==> src/rtl/gold_pkg.sv <==
// Shared constants for the Gold code correlator: code length, LFSR degree,
// feedback tap masks and the controller state encoding.
package gold_pkg;

    localparam int GOLD_N      = 63;
    localparam int GOLD_LENGTH = 6;

    // Tap masks: bit k set means stage k joins the feedback XOR.
    // Stage 5 is the MSB, which is the chip output.
    localparam logic [GOLD_LENGTH-1:0] GOLD_TAPS1 = 6'b100001;  // x^6+x+1
    localparam logic [GOLD_LENGTH-1:0] GOLD_TAPS2 = 6'b110011;  // x^6+x^5+x^2+x+1

    typedef enum logic [1:0] {
        IDLE   = 2'd0,
        GEN    = 2'd1,
        SEARCH = 2'd2,
        LOCKED = 2'd3
    } state_t;

endpackage

==> src/rtl/gold_lfsr.sv <==
// Fibonacci LFSR with a parameterised tap mask; shifts toward the MSB,
// which is the output chip.
module gold_lfsr #(
    parameter int           W    = 6,
    parameter logic [W-1:0] TAPS = '1
) (
    input  logic         clkin,
    input  logic         rstn,
    input  logic         load,
    input  logic [W-1:0] seed,
    input  logic         enable,
    output logic         msb
);

    logic [W-1:0] sr;

    always_ff @(posedge clkin or negedge rstn) begin
        if (!rstn) begin
            sr <= '0;
        end else if (load) begin
            sr <= seed;
        end else if (enable) begin
            sr <= {sr[W-2:0], ^(sr & TAPS)};
        end
    end

    assign msb = sr[W-1];

endmodule

==> src/rtl/gold_corr.sv <==
// Gold code correlator: builds an N-chip reference from a seeded generator,
// slides received chips past it and tracks the code phase of correlation peaks.
//
//   state  | meaning
//   IDLE   | waiting for the first seed, chips dropped
//   GEN    | shifting N reference chips out of the generator, chips dropped
//   SEARCH | correlating, looking for two peaks exactly N chips apart
//   LOCKED | phase acquired, expecting a peak every N chips
module gold_corr
    import gold_pkg::*;
#(
    parameter int N      = GOLD_N,
    parameter int LENGTH = $clog2(N),
    parameter int THRESH = 48
) (
    input  logic                     clkin,
    input  logic                     rstn,
    input  logic [LENGTH-1:0]        code2_i,
    input  logic                     tvalid_i,
    output logic                     ready_o,
    input  logic                     chip_i,
    input  logic                     chip_valid_i,
    output logic signed [LENGTH+1:0] corr_o,
    output logic                     corr_valid_o,
    output logic                     peak_o,
    output logic [LENGTH-1:0]        phase_o,
    output logic                     lock_o
);

    localparam int                CW   = LENGTH + 2;
    localparam logic [LENGTH-1:0] LAST = LENGTH'(N - 1);
    localparam logic [LENGTH-1:0] ONE  = LENGTH'(1);

    state_t              state, state_nx;
    logic                xfer, accept, gen_en, msb1, msb2;
    logic [LENGTH-1:0]   seed2, gen_cnt, fill_cnt, chip_cnt, dist_cnt;
    logic [N-1:0]        ref_sr, win;
    logic [LENGTH:0]     pop_nx, s1_pop;
    logic                p0_valid, p0_eval, s1_valid, s1_eval;
    logic [LENGTH-1:0]   p0_idx, s1_idx;
    logic                hist_valid, miss;
    logic signed [CW-1:0] corr_nx;
    logic                hit, expected, lock_evt, unlock_evt;

    assign xfer   = tvalid_i && ready_o;
    assign accept = chip_valid_i && !xfer && (state == SEARCH || state == LOCKED);
    assign gen_en = (state == GEN);
    assign seed2  = (code2_i == '0) ? ONE : code2_i;

    gold_lfsr #(.W(LENGTH), .TAPS(GOLD_TAPS1)) u_lfsr1 (
        .clkin  (clkin),
        .rstn   (rstn),
        .load   (xfer),
        .seed   ({LENGTH{1'b1}}),
        .enable (gen_en),
        .msb    (msb1)
    );

    gold_lfsr #(.W(LENGTH), .TAPS(GOLD_TAPS2)) u_lfsr2 (
        .clkin  (clkin),
        .rstn   (rstn),
        .load   (xfer),
        .seed   (seed2),
        .enable (gen_en),
        .msb    (msb2)
    );

    // Reference generation, chip window and the counters that follow them.
    always_ff @(posedge clkin or negedge rstn) begin
        if (!rstn) begin
            gen_cnt  <= '0;
            fill_cnt <= '0;
            chip_cnt <= '0;
            ref_sr   <= '0;
            win      <= '0;
            p0_valid <= 1'b0;
            p0_eval  <= 1'b0;
            p0_idx   <= '0;
        end else if (xfer) begin
            gen_cnt  <= LAST;
            fill_cnt <= LAST;
            chip_cnt <= '0;
            ref_sr   <= '0;
            win      <= '0;
            p0_valid <= 1'b0;
            p0_eval  <= 1'b0;
        end else begin
            p0_valid <= accept;
            if (gen_en) begin
                ref_sr <= {ref_sr[N-2:0], msb1 ^ msb2};
                if (gen_cnt != '0) gen_cnt <= gen_cnt - ONE;
            end
            if (accept) begin
                win      <= {win[N-2:0], chip_i};
                p0_eval  <= (fill_cnt == '0);
                p0_idx   <= chip_cnt;
                chip_cnt <= (chip_cnt == LAST) ? '0 : chip_cnt + ONE;
                if (fill_cnt != '0) fill_cnt <= fill_cnt - ONE;
            end
        end
    end

    always_comb begin
        pop_nx = '0;
        for (int i = 0; i < N; i++) begin
            pop_nx = pop_nx + {{LENGTH{1'b0}}, win[i] ^ ref_sr[i]};
        end
    end

    always_ff @(posedge clkin or negedge rstn) begin
        if (!rstn) begin
            s1_valid <= 1'b0;
            s1_eval  <= 1'b0;
            s1_idx   <= '0;
            s1_pop   <= '0;
        end else begin
            s1_valid <= p0_valid && !xfer;
            s1_eval  <= p0_eval;
            s1_idx   <= p0_idx;
            s1_pop   <= pop_nx;
        end
    end

    // dist_cnt reaches zero on the result that sits N chips after the last peak.
    always_comb begin
        corr_nx    = $signed(CW'(N)) - $signed({s1_pop, 1'b0});
        hit        = s1_valid && s1_eval && (corr_nx >= $signed(CW'(THRESH)));
        expected   = s1_valid && s1_eval && hist_valid && (dist_cnt == '0);
        lock_evt   = (state == SEARCH) && expected && hit;
        unlock_evt = (state == LOCKED) && expected && !hit && miss;
    end

    always_ff @(posedge clkin or negedge rstn) begin
        if (!rstn) begin
            corr_o       <= '0;
            corr_valid_o <= 1'b0;
            peak_o       <= 1'b0;
            phase_o      <= '0;
            hist_valid   <= 1'b0;
            dist_cnt     <= '0;
            miss         <= 1'b0;
        end else if (xfer) begin
            corr_valid_o <= 1'b0;
            peak_o       <= 1'b0;
            hist_valid   <= 1'b0;
            dist_cnt     <= '0;
            miss         <= 1'b0;
        end else begin
            corr_valid_o <= s1_valid;
            peak_o       <= hit;
            if (s1_valid) corr_o <= corr_nx;
            if (s1_valid && s1_eval) begin
                if (state == LOCKED) begin
                    if (expected) begin
                        dist_cnt <= LAST;
                        miss     <= !hit && !miss;
                        if (hit) phase_o <= s1_idx;
                        if (unlock_evt) hist_valid <= 1'b0;
                    end else if (dist_cnt != '0) begin
                        dist_cnt <= dist_cnt - ONE;
                    end
                end else begin
                    if (hit) begin
                        phase_o    <= s1_idx;
                        hist_valid <= 1'b1;
                        dist_cnt   <= LAST;
                        miss       <= 1'b0;
                    end else if (expected) begin
                        hist_valid <= 1'b0;
                    end else if (dist_cnt != '0) begin
                        dist_cnt <= dist_cnt - ONE;
                    end
                end
            end
        end
    end

    always_ff @(posedge clkin or negedge rstn) begin
        if (!rstn) state <= IDLE;
        else       state <= state_nx;
    end

    always_comb begin
        state_nx = state;
        if (xfer) begin
            state_nx = GEN;
        end else begin
            case (state)
                IDLE:    state_nx = IDLE;
                GEN:     if (gen_cnt == '0) state_nx = SEARCH;
                SEARCH:  if (lock_evt) state_nx = LOCKED;
                LOCKED:  if (unlock_evt) state_nx = SEARCH;
                default: state_nx = IDLE;
            endcase
        end
    end

    always_comb begin
        ready_o = (state != GEN);
        lock_o  = (state == LOCKED);
    end

endmodule

==> config.mk <==
export PLATFORM = sky130hd
export DESIGN_NAME = gold_corr
export DESIGN_NICKNAME = d
export VERILOG_FILES = /design/src/rtl/gold_pkg.sv /design/src/rtl/gold_lfsr.sv /design/src/rtl/gold_corr.sv
export SDC_FILE = /design/constraint.sdc
export NUM_CORES = 1
export LEC_CHECK = 0
export CORE_MARGIN = 2
export CORE_UTILIZATION = 54
export DETAILED_ROUTE_END_ITERATION = 12
export PLACE_DENSITY = 0.71
export SYNTH_ARGS = -nofsm -noshare
export SYNTH_HDL_FRONTEND = slang
export SYNTH_SLANG_ARGS = --single-unit
==> constraint.sdc <==
create_clock -name clkin -period 7.2 [get_ports clkin]
set_input_delay 1.08 -clock clkin [delete_from_list [all_inputs] [get_ports clkin]]
set_output_delay 1.08 -clock clkin [all_outputs]
set_load 0.1 [all_outputs]
==> results by group, run 1 <==
STA
  • Hold Violations, Final: 0
  • Max Clock Freq: roughly 160 MHz
  • Fin crit share: 0.895
  • Setup Skew: about 0.014 ns
  • RSZ-0062 raised after global routing: no
  • Worst slew pin tran: between 1 and 1.5 ns
  • Slew margin rel.: 0.285
  • Fin crit period: roughly 6.4 ns
  • Hold slack: approximately 0.37 ns
  • Setup-failing EPs final: 0
  • Pins Over Slew Limit: 0
  • Setup TNS: 0 ns

Routing
  • ANT nets after route: 0
  • Via count: 6715
  • 1st-iter DRT viols: between 300 and 400
  • Iteration count of the initial detailed-routing pass: 4
  • # DRC: 0
  • WL final: roughly 20000 um
  • Drt wl/cell: roughly 16 um
  • Vias per inst: 5.51

Worst setup path
  • Worst setup SP type: register
  • Reg2Reg Setup Slack: about 0.75 ns
  • Setup CP Type: register to register
  • CP endpoint kind: register
  • Critical-path maximum fanout: 3
  • Req. time, crit path: roughly 7.6 ns
  • R2R Path End: s1_pop[5]
  • Crit path DAT: between 6 and 7 ns
  • R2R cell count: 19
  • Critical R2R Launch: ref_sr[17]

Global route
  • GRT overflow: 0
  • Antenna violations before repair: 0
  • First-pass GRT wire length: 33700 um
  • Vias in the first global route: between 6000 and 7000
  • All-Layer GR Usage: 0.206
  • Largest net degree at the start of global routing: roughly 140

Final layout
  • Layout cells sized above 1: 0.0640
  • Multi-input combinational cell area: 0.00467 sq mm
  • Area delta synth->final: 11.5%
  • Ant diodes: 0
  • Sequential Area: ~0.0051 sq mm
  • # fillers: about 1500
  • Final non-filler cell total: 1218
  • Nets: around 1100

Clock tree
  • Worst skew pair latency: between 0.5 and 0.6 ns
  • H-tree levels: 1
  • Post-CTS Hold Buffers: 0
  • Clk root buf: clkbuf_16
  • Clk pin slew, worst setup/hold paths: around 0.060 ns
  • Post-CTS setup buffers: 0
  • PostCTS Resize Cnt: 0
  • CTS Buf Count: 22
  • TritonCTS clock tree: done
  • Deepest clock path buffer count: 3
  • Clock Sinks: about 210

Floorplan
  • Row cnt: 50
  • IO Pins: 29
  • Die width: 142 um
  • Starting density of the core: 0.551
  • Die Ht: around 140 um
  • Core footprint: 0.0187 sq mm
  • Die Area: 0.0202 sq mm

Min path
  • Min-Delay Path Depth: 0
  • Hold Crit Class: register to register
  • WHS Endpoint: s1_idx[1]
  • Hold_sp: p0_idx[1]

Synth
  • Synth area leaders: dfrtp_1 (50%), fa_1 (10%), nand2_1 (6.6%)
  • Synth Net Count: ~1000
  • Area leader, netlist: dfrtp_1
  • Post-synth EDFFs: 0
  • YS warnings: 0
  • Commonest cells in the netlist: dfrtp_1 (205), nand2_1 (180), inv_1 (79)
  • Distinct cells, synth: 54
  • Ys async rst share: 1.00
  • Syn Std Cell Area: roughly 0.010 sq mm
  • Post-synthesis cell count: just under 1000
  • Syn Area/Cell: 10.7 sq um
  • Top_reg_cell synth: dfrtp_1
  • Yosys reg bits: 205
  • Most common cell in the synthesized netlist: dfrtp_1
  • Register area share after synthesis: 0.498
  • Area fraction of the dominant cell type after synthesis: 0.498

Placed design
  • Hpwl dp: approximately 12000 um
  • Routability cong.: ~0.85
  • Port bufs: 28
  • Cell Count Post-Placement: between 1000 and 1500

Flow run
  • Maxcap violations: 0

Run status
  • Status: finished, final reports clean
## metrics by stage
step                      worst slack (ns)  utilization  area (sq um)
after global routing                 0.469        0.614         11500
after floorplan                       1.07            -         10300
after global placement               0.927        0.573         10700
after CTS                            0.774        0.614         11500
final                                0.755        0.614         11500
after detailed placement             0.821        0.573         10700
## layout by cell type, fill, tap and decap left out, types with 3 or more instances in the layout
cell type,n
dfrtp_1,205
nand2_1,180
inv_1,76
nand3_1,76
a22o_1,62
fa_1,53
xor2_1,38
o21ai_0,37
xnor2_1,35
clkdlybuf4s50_1,27
ha_1,23
clkbuf_16,23
nor2_1,21
a21oi_1,17
a31oi_1,10
mux2_2,8
nor3_1,8
buf_4,6
and3_1,5
mux2i_1,5
clkbuf_8,5
nor2b_1,4
o31ai_1,4
bufinv_16,4
inv_2,3
and2_1,3
a211oi_1,3
o32ai_1,3
clkbuf_1,3
## worst max-delay path: stages (launching register included)
cell      delay (ns)
dfrtp_1         0.40
xor2_1          0.19
fa_1            0.56
inv_1           0.07
fa_1            0.56
inv_1           0.06
fa_1            0.42
fa_1            0.54
inv_1           0.05
fa_1            0.46
fa_1            0.52
fa_1            0.53
fa_1            0.61
inv_1           0.06
ha_1            0.28
nor2b_1         0.12
o21ai_0         0.26
a21boi_0        0.19
or4_1           0.42
nand3_1         0.08
## final cells by class
type | instances | area share
flip-flops and latches | 205 | 0.447
inverters | 79 | 0.0258
clock buffers | 30 | 0.0559
repair buffers | 34 | 0.0286
multi-input cells | 630 | 0.406
well taps | 234 | 0.0255
clock inverters | 6 | 0.0113
## sequential cells by signal, summed over array words and instances, names as in the netlist, 7 cells and up
| name | cells |
|---|---|
| win | 63 |
| corr_o | 8 |
| ref_sr | 63 |
| s1_pop | 7 |
## cells by family after synthesis
group                      after synthesis  synth area share
and+or+nand+nor                        312             0.135
DFF                                    205             0.498
AOI/OAI and AO/OA                      155             0.110
buffers and inverters                  127            0.0494
adders and majority gates               76             0.131
xor gates and xnor gates                74            0.0636
muxes                                   13            0.0136
## how the worst max path moves through the flow
| stage | from | endpoint | slack [ns] | cells after the start |
|---|---|---|---|---|
| after global routing | ref_sr[49] | s1_pop[6] | 0.47 | 20 |
| final | ref_sr[17] | s1_pop[5] | 0.75 | 19 |
| after floorplan | ref_sr[17] | s1_pop[6] | 1.07 | 19 |
| after CTS | ref_sr[17] | s1_pop[5] | 0.77 | 19 |
| after global placement | ref_sr[17] | s1_pop[6] | 0.93 | 19 |
| after detailed placement | ref_sr[17] | s1_pop[6] | 0.82 | 19 |
## routing by layer
metal  track usage  share of wire  vias to the layer above
met5             0              0                        -
met4        0.0511          0.016                        0
met3        0.0296          0.043                       26
met2         0.328           0.47                      133
met1         0.301           0.47                     3332
li1              -              -                     3224
Power of run 1 is left out: the tool's default activity adds up to more than one toggle a clock period on the data nets, which glitch-free logic cannot reach.
==> run 2, diff against run 1 <==
--- a/config.mk
+++ b/config.mk
@@ -6,9 +6,10 @@
 export NUM_CORES = 1
 export LEC_CHECK = 0
 export CORE_MARGIN = 2
-export CORE_UTILIZATION = 54
+export CORE_UTILIZATION = 62
+export CTS_CLUSTER_DIAMETER = 100
 export DETAILED_ROUTE_END_ITERATION = 12
-export PLACE_DENSITY = 0.71
+export PLACE_DENSITY = 0.8
 export SYNTH_ARGS = -nofsm -noshare
 export SYNTH_HDL_FRONTEND = slang
 export SYNTH_SLANG_ARGS = --single-unit
==> results by group, run 2 (synthesis gave the netlist of run 1 again) <==
Placed design
  • Hpwl dp: 12800 um (+3.4%)
  • Port bufs: 28 (unchanged)
  • Routability cong.: 0.830 (-2.9%)
  • Placed cell areas: 0.0107 sq mm (about the same)
  • Place WS: 0.801 ns (-0.0195 ns)

STA
  • Final WS setup: 0.794 ns (+0.0396 ns)
  • Max Clock Freq: 156 MHz (+0.62%)
  • Fin crit period: 6.41 ns (-0.0396 ns)
  • Setup-failing EPs final: 0 (unchanged)
  • Worst slew pin tran: 0.978 ns (-0.0942 ns)
  • Slew margin rel.: 0.346 (+0.0608)
  • Setup TNS: 0 ns (unchanged)
  • Fin crit share: 0.890 (-0.00550)
  • RSZ-0062 raised after global routing: no
  • Setup Skew: 0.0140 ns (+0.0000355 ns)
  • Pins Over Slew Limit: 0 (unchanged)
  • Hold Violations, Final: 0 (unchanged)

Routing
  • Drt wl/cell: 16.8 um (+4.3%)
  • WL final: 20200 um (+3.2%)
  • Via count: 6847 (+2.0%)
  • 1st-iter DRT viols: 530 (+39%)
  • Iteration count of the initial detailed-routing pass: 5 (+1)
  • Vias per inst: 5.68 (+3.0%)
  • # DRC: 0 (unchanged)
  • ANT nets after route: 0 (unchanged)

Clock tree
  • Clk root buf: clkbuf_16
  • Worst skew pair latency: 0.51 ns (about the same)
  • CTS Buf Count: 22 (unchanged)
  • Clk pin slew, worst setup/hold paths: 0.07 ns (about the same)
  • Post-CTS setup buffers: 0 (unchanged)
  • Deepest clock path buffer count: 3 (unchanged)
  • Post-CTS Hold Buffers: 0 (unchanged)
  • PostCTS Resize Cnt: 0 (unchanged)
  • Clock Sinks: 205 (unchanged)
  • TritonCTS clock tree: done
  • H-tree levels: 1 (unchanged)

Final layout
  • Sequential Area: 0.00513 sq mm (unchanged)
  • Commonest non-fill, non-tap cell in the layout: dfrtp_1
  • Area delta synth->final: 11.0%
  • Layout cells sized above 1: 0.0669 (+0.00291)
  • Nets: 1060 (+0.094%)
  • Commonest non-fill, non-tap cells in the layout: dfrtp_1 (205), nand2_1 (180), inv_1 (76), nand3_1 (76), a22o_1 (62)
  • Largest registers: ref_sr: 63 flops, win: 63 flops, corr_o: 8 flops
  • Final Cell Area: 0.0114 sq mm (-0.45%)
  • Ant diodes: 0 (unchanged)
  • # fillers: 1170 (-22%)
  • Multi-input combinational cell area: 0.00467 sq mm (unchanged)

Worst setup path
  • Critical-path maximum fanout: 3 (unchanged)
  • R2R cell count: 18 (-1)
  • Reg2Reg Setup Slack: 0.79 ns (+0.04 ns)
  • Critical R2R Launch: win[11]
  • Worst setup SP type: register
  • Crit path DAT: 6.84 ns (-0.04 ns)
  • R2R Path End: s1_pop[6]
  • CP endpoint kind: register
  • Setup CP Type: register to register
  • Req. time, crit path: 7.64 ns (about the same)

Floorplan
  • Starting density of the core: 0.628 (+0.0771)
  • Row cnt: 47 (-6.0%)
  • Die width: 133 um (-6.5%)
  • Die Ht: 133 um (-6.5%)
  • IO Pins: 29 (unchanged)
  • Die Area: 0.0177 sq mm (-13%)
  • Core footprint: 0.0164 sq mm (-12%)

Global route
  • All-Layer GR Usage: 0.244 (+0.0381)
  • Largest net degree at the start of global routing: 87 (-36%)
  • First-pass GRT wire length: 35100 um (+4.1%)
  • Vias in the first global route: 7026 (+7.6%)
  • Antenna violations before repair: 0 (unchanged)
  • GRT overflow: 0 (unchanged)

Min path
  • Hold Crit Class: register to register
  • Min-Delay Path Depth: 0 (unchanged)
  • WHS Endpoint: s1_idx[2]
  • Hold_sp: p0_idx[2]

Flow run
  • Maxcap violations: 0 (unchanged)

Run status
  • Status: finished, final reports clean
## run 2: stage by stage
stage	hold slack, ns	utilization	std cells
floorplan	0.354	-	962
global placement	0.360	0.652	1169
detailed placement	0.362	0.652	1169
CTS	0.379	0.697	1206
global route	0.388	0.697	1206
finish	0.375	0.697	1206
## run 2: worst max-delay path: stages (launching register included)
cell,delay (ns)
dfrtp_1,0.41
xnor2_1,0.17
fa_1,0.56
inv_1,0.09
fa_1,0.54
fa_1,0.47
fa_1,0.53
fa_1,0.52
fa_1,0.55
inv_1,0.06
fa_1,0.50
fa_1,0.52
fa_1,0.47
fa_1,0.42
nor2b_1,0.12
o21ai_0,0.08
nand2b_1,0.11
a21oi_1,0.07
o21bai_1,0.12
## run 2: cell type report
class	instances	area share
Timing Repair Buffer	35	0.0294
Tap cell	220	0.0241
Clock inverter	6	0.00569
Clock buffer	31	0.0582
Sequential cell	205	0.449
Multi-Input combinational cell	630	0.408
Inverter	79	0.0259
## run 2: per-layer routing
| metal | part of all wire | routed length (um) | GRT usage |
|---|---|---|---|
| met1 | 0.46 | 9250 | 0.349 |
| met2 | 0.48 | 9740 | 0.393 |
| met3 | 0.037 | 754 | 0.0326 |
| met4 | 0.024 | 479 | 0.0789 |
| met5 | 0 | 0 | 0 |
## run 2: worst max-delay path by stage
stage / slack [ns] / depth (start not counted) / to / from
after floorplan: 1.07 / 19 / s1_pop[6] / ref_sr[17]
after global placement: 0.95 / 20 / s1_pop[6] / ref_sr[29]
after detailed placement: 0.80 / 20 / s1_pop[6] / ref_sr[49]
after CTS: 0.77 / 18 / s1_pop[6] / win[11]
after global routing: 0.50 / 18 / s1_pop[6] / ref_sr[11]
final: 0.79 / 18 / s1_pop[6] / win[11]
Power of run 2 is left out for the same reason.
==> run 3, diff against run 2 <==
==> constraint.sdc (replaced) <==
create_clock -name clkin -period 6.9 [get_ports clkin]
set_input_delay 1.035 -clock clkin [delete_from_list [all_inputs] [get_ports clkin]]
set_output_delay 1.035 -clock clkin [all_outputs]
set_load 0.1 [all_outputs]
==> results by group, run 3 (synthesis gave the netlist of run 1 again) <==
Worst setup path
  • Req. time, crit path: 7.32 ns (-0.32 ns)
  • Crit path DAT: 6.88 ns (+0.04 ns)
  • Setup CP Type: register to register
  • Critical-path maximum fanout: 3 (unchanged)
  • CP endpoint kind: register
  • Slowest CP cell: fa_1
  • CP most frequent cell: fa_1
  • CP top delay family: adder cells
  • Worst path max stage delay: 0.54 ns (-0.02 ns)
  • Worst path cell trace: xnor2_1, fa_1, fa_1, inv_1, fa_1, inv_1, fa_1, inv_1, fa_1, fa_1, inv_1, fa_1, fa_1, fa_1, fa_1, nor2b_1, o21ai_0, nand2b_1, a21oi_1, o21bai_1
  • CP bufs+invs: 4 (+2)
  • Worst setup SP type: register

Floorplan
  • Starting density of the core: 0.628 (unchanged)
  • Core footprint: 0.0164 sq mm (unchanged)
  • Die Ht: 133 um (unchanged)
  • Die width: 133 um (unchanged)
  • Die Area: 0.0177 sq mm (unchanged)
  • IO Pins: 29 (unchanged)
  • Row cnt: 47 (unchanged)

Run status
  • Status: finished, final reports clean

Clock tree
  • Post-CTS setup buffers: 0 (unchanged)
  • Deepest clock path buffer count: 3 (unchanged)
  • Clock Sinks: 205 (unchanged)
  • CTS Buf Count: 22 (unchanged)
  • PostCTS Resize Cnt: 0 (unchanged)
  • TritonCTS clock tree: done
  • Post-CTS Hold Buffers: 0 (unchanged)
  • Clk root buf: clkbuf_16
  • Clk pin slew, worst setup/hold paths: 0.06 ns (about the same)
  • H-tree levels: 1 (unchanged)
  • Worst skew pair latency: 0.51 ns (about the same)

Global route
  • Gr busiest metal: met2
  • Vias in the first global route: 7133 (+1.5%)
  • Met3 Usage GRT: 0.0341 (+0.00153)
  • M1 GR Usage: 0.342 (-0.00695)
  • First-pass GRT wire length: 35100 um (about the same)
  • GR Layer Usage met2: 0.399 (+0.00662)
  • GRT overflow: 0 (unchanged)
  • Antenna violations before repair: 0 (unchanged)
  • Largest net degree at the start of global routing: 87 (unchanged)
  • All-Layer GR Usage: 0.244 (about the same)

Final layout
  • Layout cells sized above 1: 0.0659 (-0.00101)
  • Largest registers: ref_sr: 63 flops, win: 63 flops, corr_o: 8 flops
  • Commonest non-fill, non-tap cells in the layout: dfrtp_1 (205), nand2_1 (180), inv_1 (76), nand3_1 (76), a22o_1 (62)
  • Area delta synth->final: 11.0% (unchanged)
  • Nets: 1060 (unchanged)
  • Ant diodes: 0 (unchanged)
  • Commonest non-fill, non-tap cell in the layout: dfrtp_1

STA
  • Slew margin rel.: 0.274 (-0.0720)
  • Setup TNS: 0 ns (unchanged)
  • Max Clock Freq: 155 MHz (-0.90%)
  • RSZ-0062 raised after global routing: no
  • Worst slew pin tran: 1.09 ns (+0.108 ns)
  • Hold Violations, Final: 0 (unchanged)
  • Fin crit share: 0.937 (+0.0472)
  • Pins Over Slew Limit: 0 (unchanged)
  • Setup-failing EPs final: 0 (unchanged)
  • Fin crit period: 6.46 ns (+0.0585 ns)
  • Setup Skew: 0.0133 ns (-0.000672 ns)

Placed design
  • Port bufs: 28 (unchanged)
  • Hpwl dp: 12900 um (+0.87%)
  • Routability cong.: 0.831 (+0.16%)

Routing
  • 1st-iter DRT viols: 450 (-15%)
  • Vias per inst: 5.75 (+1.3%)
  • # DRC: 0 (unchanged)
  • Iteration count of the initial detailed-routing pass: 7 (+2)
  • ANT nets after route: 0 (unchanged)
  • Via count: 6933 (+1.3%)
  • WL final: 20400 um (+0.85%)
  • Drt wl/cell: 16.9 um (+0.85%)

Min path
  • Hold Crit Class: register to register

Flow run
  • Maxcap violations: 0 (unchanged)
## run 3: changes by cell type in the layout (fill, tap and decap cells not counted)
cell        before  now
clkinv_4         1    0
clkinvlp_4       0    1
clkbuf_8         7    8
clkbuf_1         2    3
inv_8            1    0
clkinv_2         3    2
## run 3: final timing paths
path,startpoint,to,slack (ns),cells past startpoint
setup / recovery,ref_sr[49],s1_pop[6],0.44,20
hold / removal,p0_idx[2],s1_idx[2],0.37,0
setup reg to reg,ref_sr[49],s1_pop[6],0.44,20
hold reg to reg,p0_idx[2],s1_idx[2],0.37,0
max in group asynchronous,rstn,win[29],4.99,2
min in group asynchronous,rstn,dist_cnt[1],0.54,1
## run 3: through the flow
stage	worst slack, ns	instances	hold slack, ns	util	cell area (sq um)
2_1_floorplan	0.770	962	0.354	-	10300
3_3_place_gp	0.648	1169	0.360	0.652	10700
3_5_place_dp	0.474	1169	0.361	0.652	10700
4_1_cts	0.438	1206	0.372	0.697	11400
5_1_grt	0.149	1206	0.386	0.697	11400
6_report	0.436	1206	0.372	0.697	11400
## run 3: layout make-up
class	count	area [sq um]
clock buffers	33	683
clock inverters	4	47.5
fillers	1173	4970
inverters	79	297
multi-input cells	630	4670
flip-flops and latches	205	5130
well taps	220	275
repair buffers	35	337
## run 3: worst reg2reg max path, cell delays in order (launching register included)
cell and delay (ns):
dfrtp_1 0.40, xnor2_1 0.25, fa_1 0.48, fa_1 0.51, inv_1 0.07, fa_1 0.51, inv_1 0.06, fa_1 0.54
inv_1 0.07, fa_1 0.48, fa_1 0.50, inv_1 0.05, fa_1 0.52, fa_1 0.53, fa_1 0.48, fa_1 0.42
nor2b_1 0.13, o21ai_0 0.08, nand2b_1 0.10, a21oi_1 0.07, o21bai_1 0.13
## run 3: routing by layer
layer	wire length, um	vias to the layer above
li1	-	3220
met1	9110	3495
met2	9820	170
met3	865	48
met4	594	0
met5	0	-
Power of run 3 is left out for the same reason.
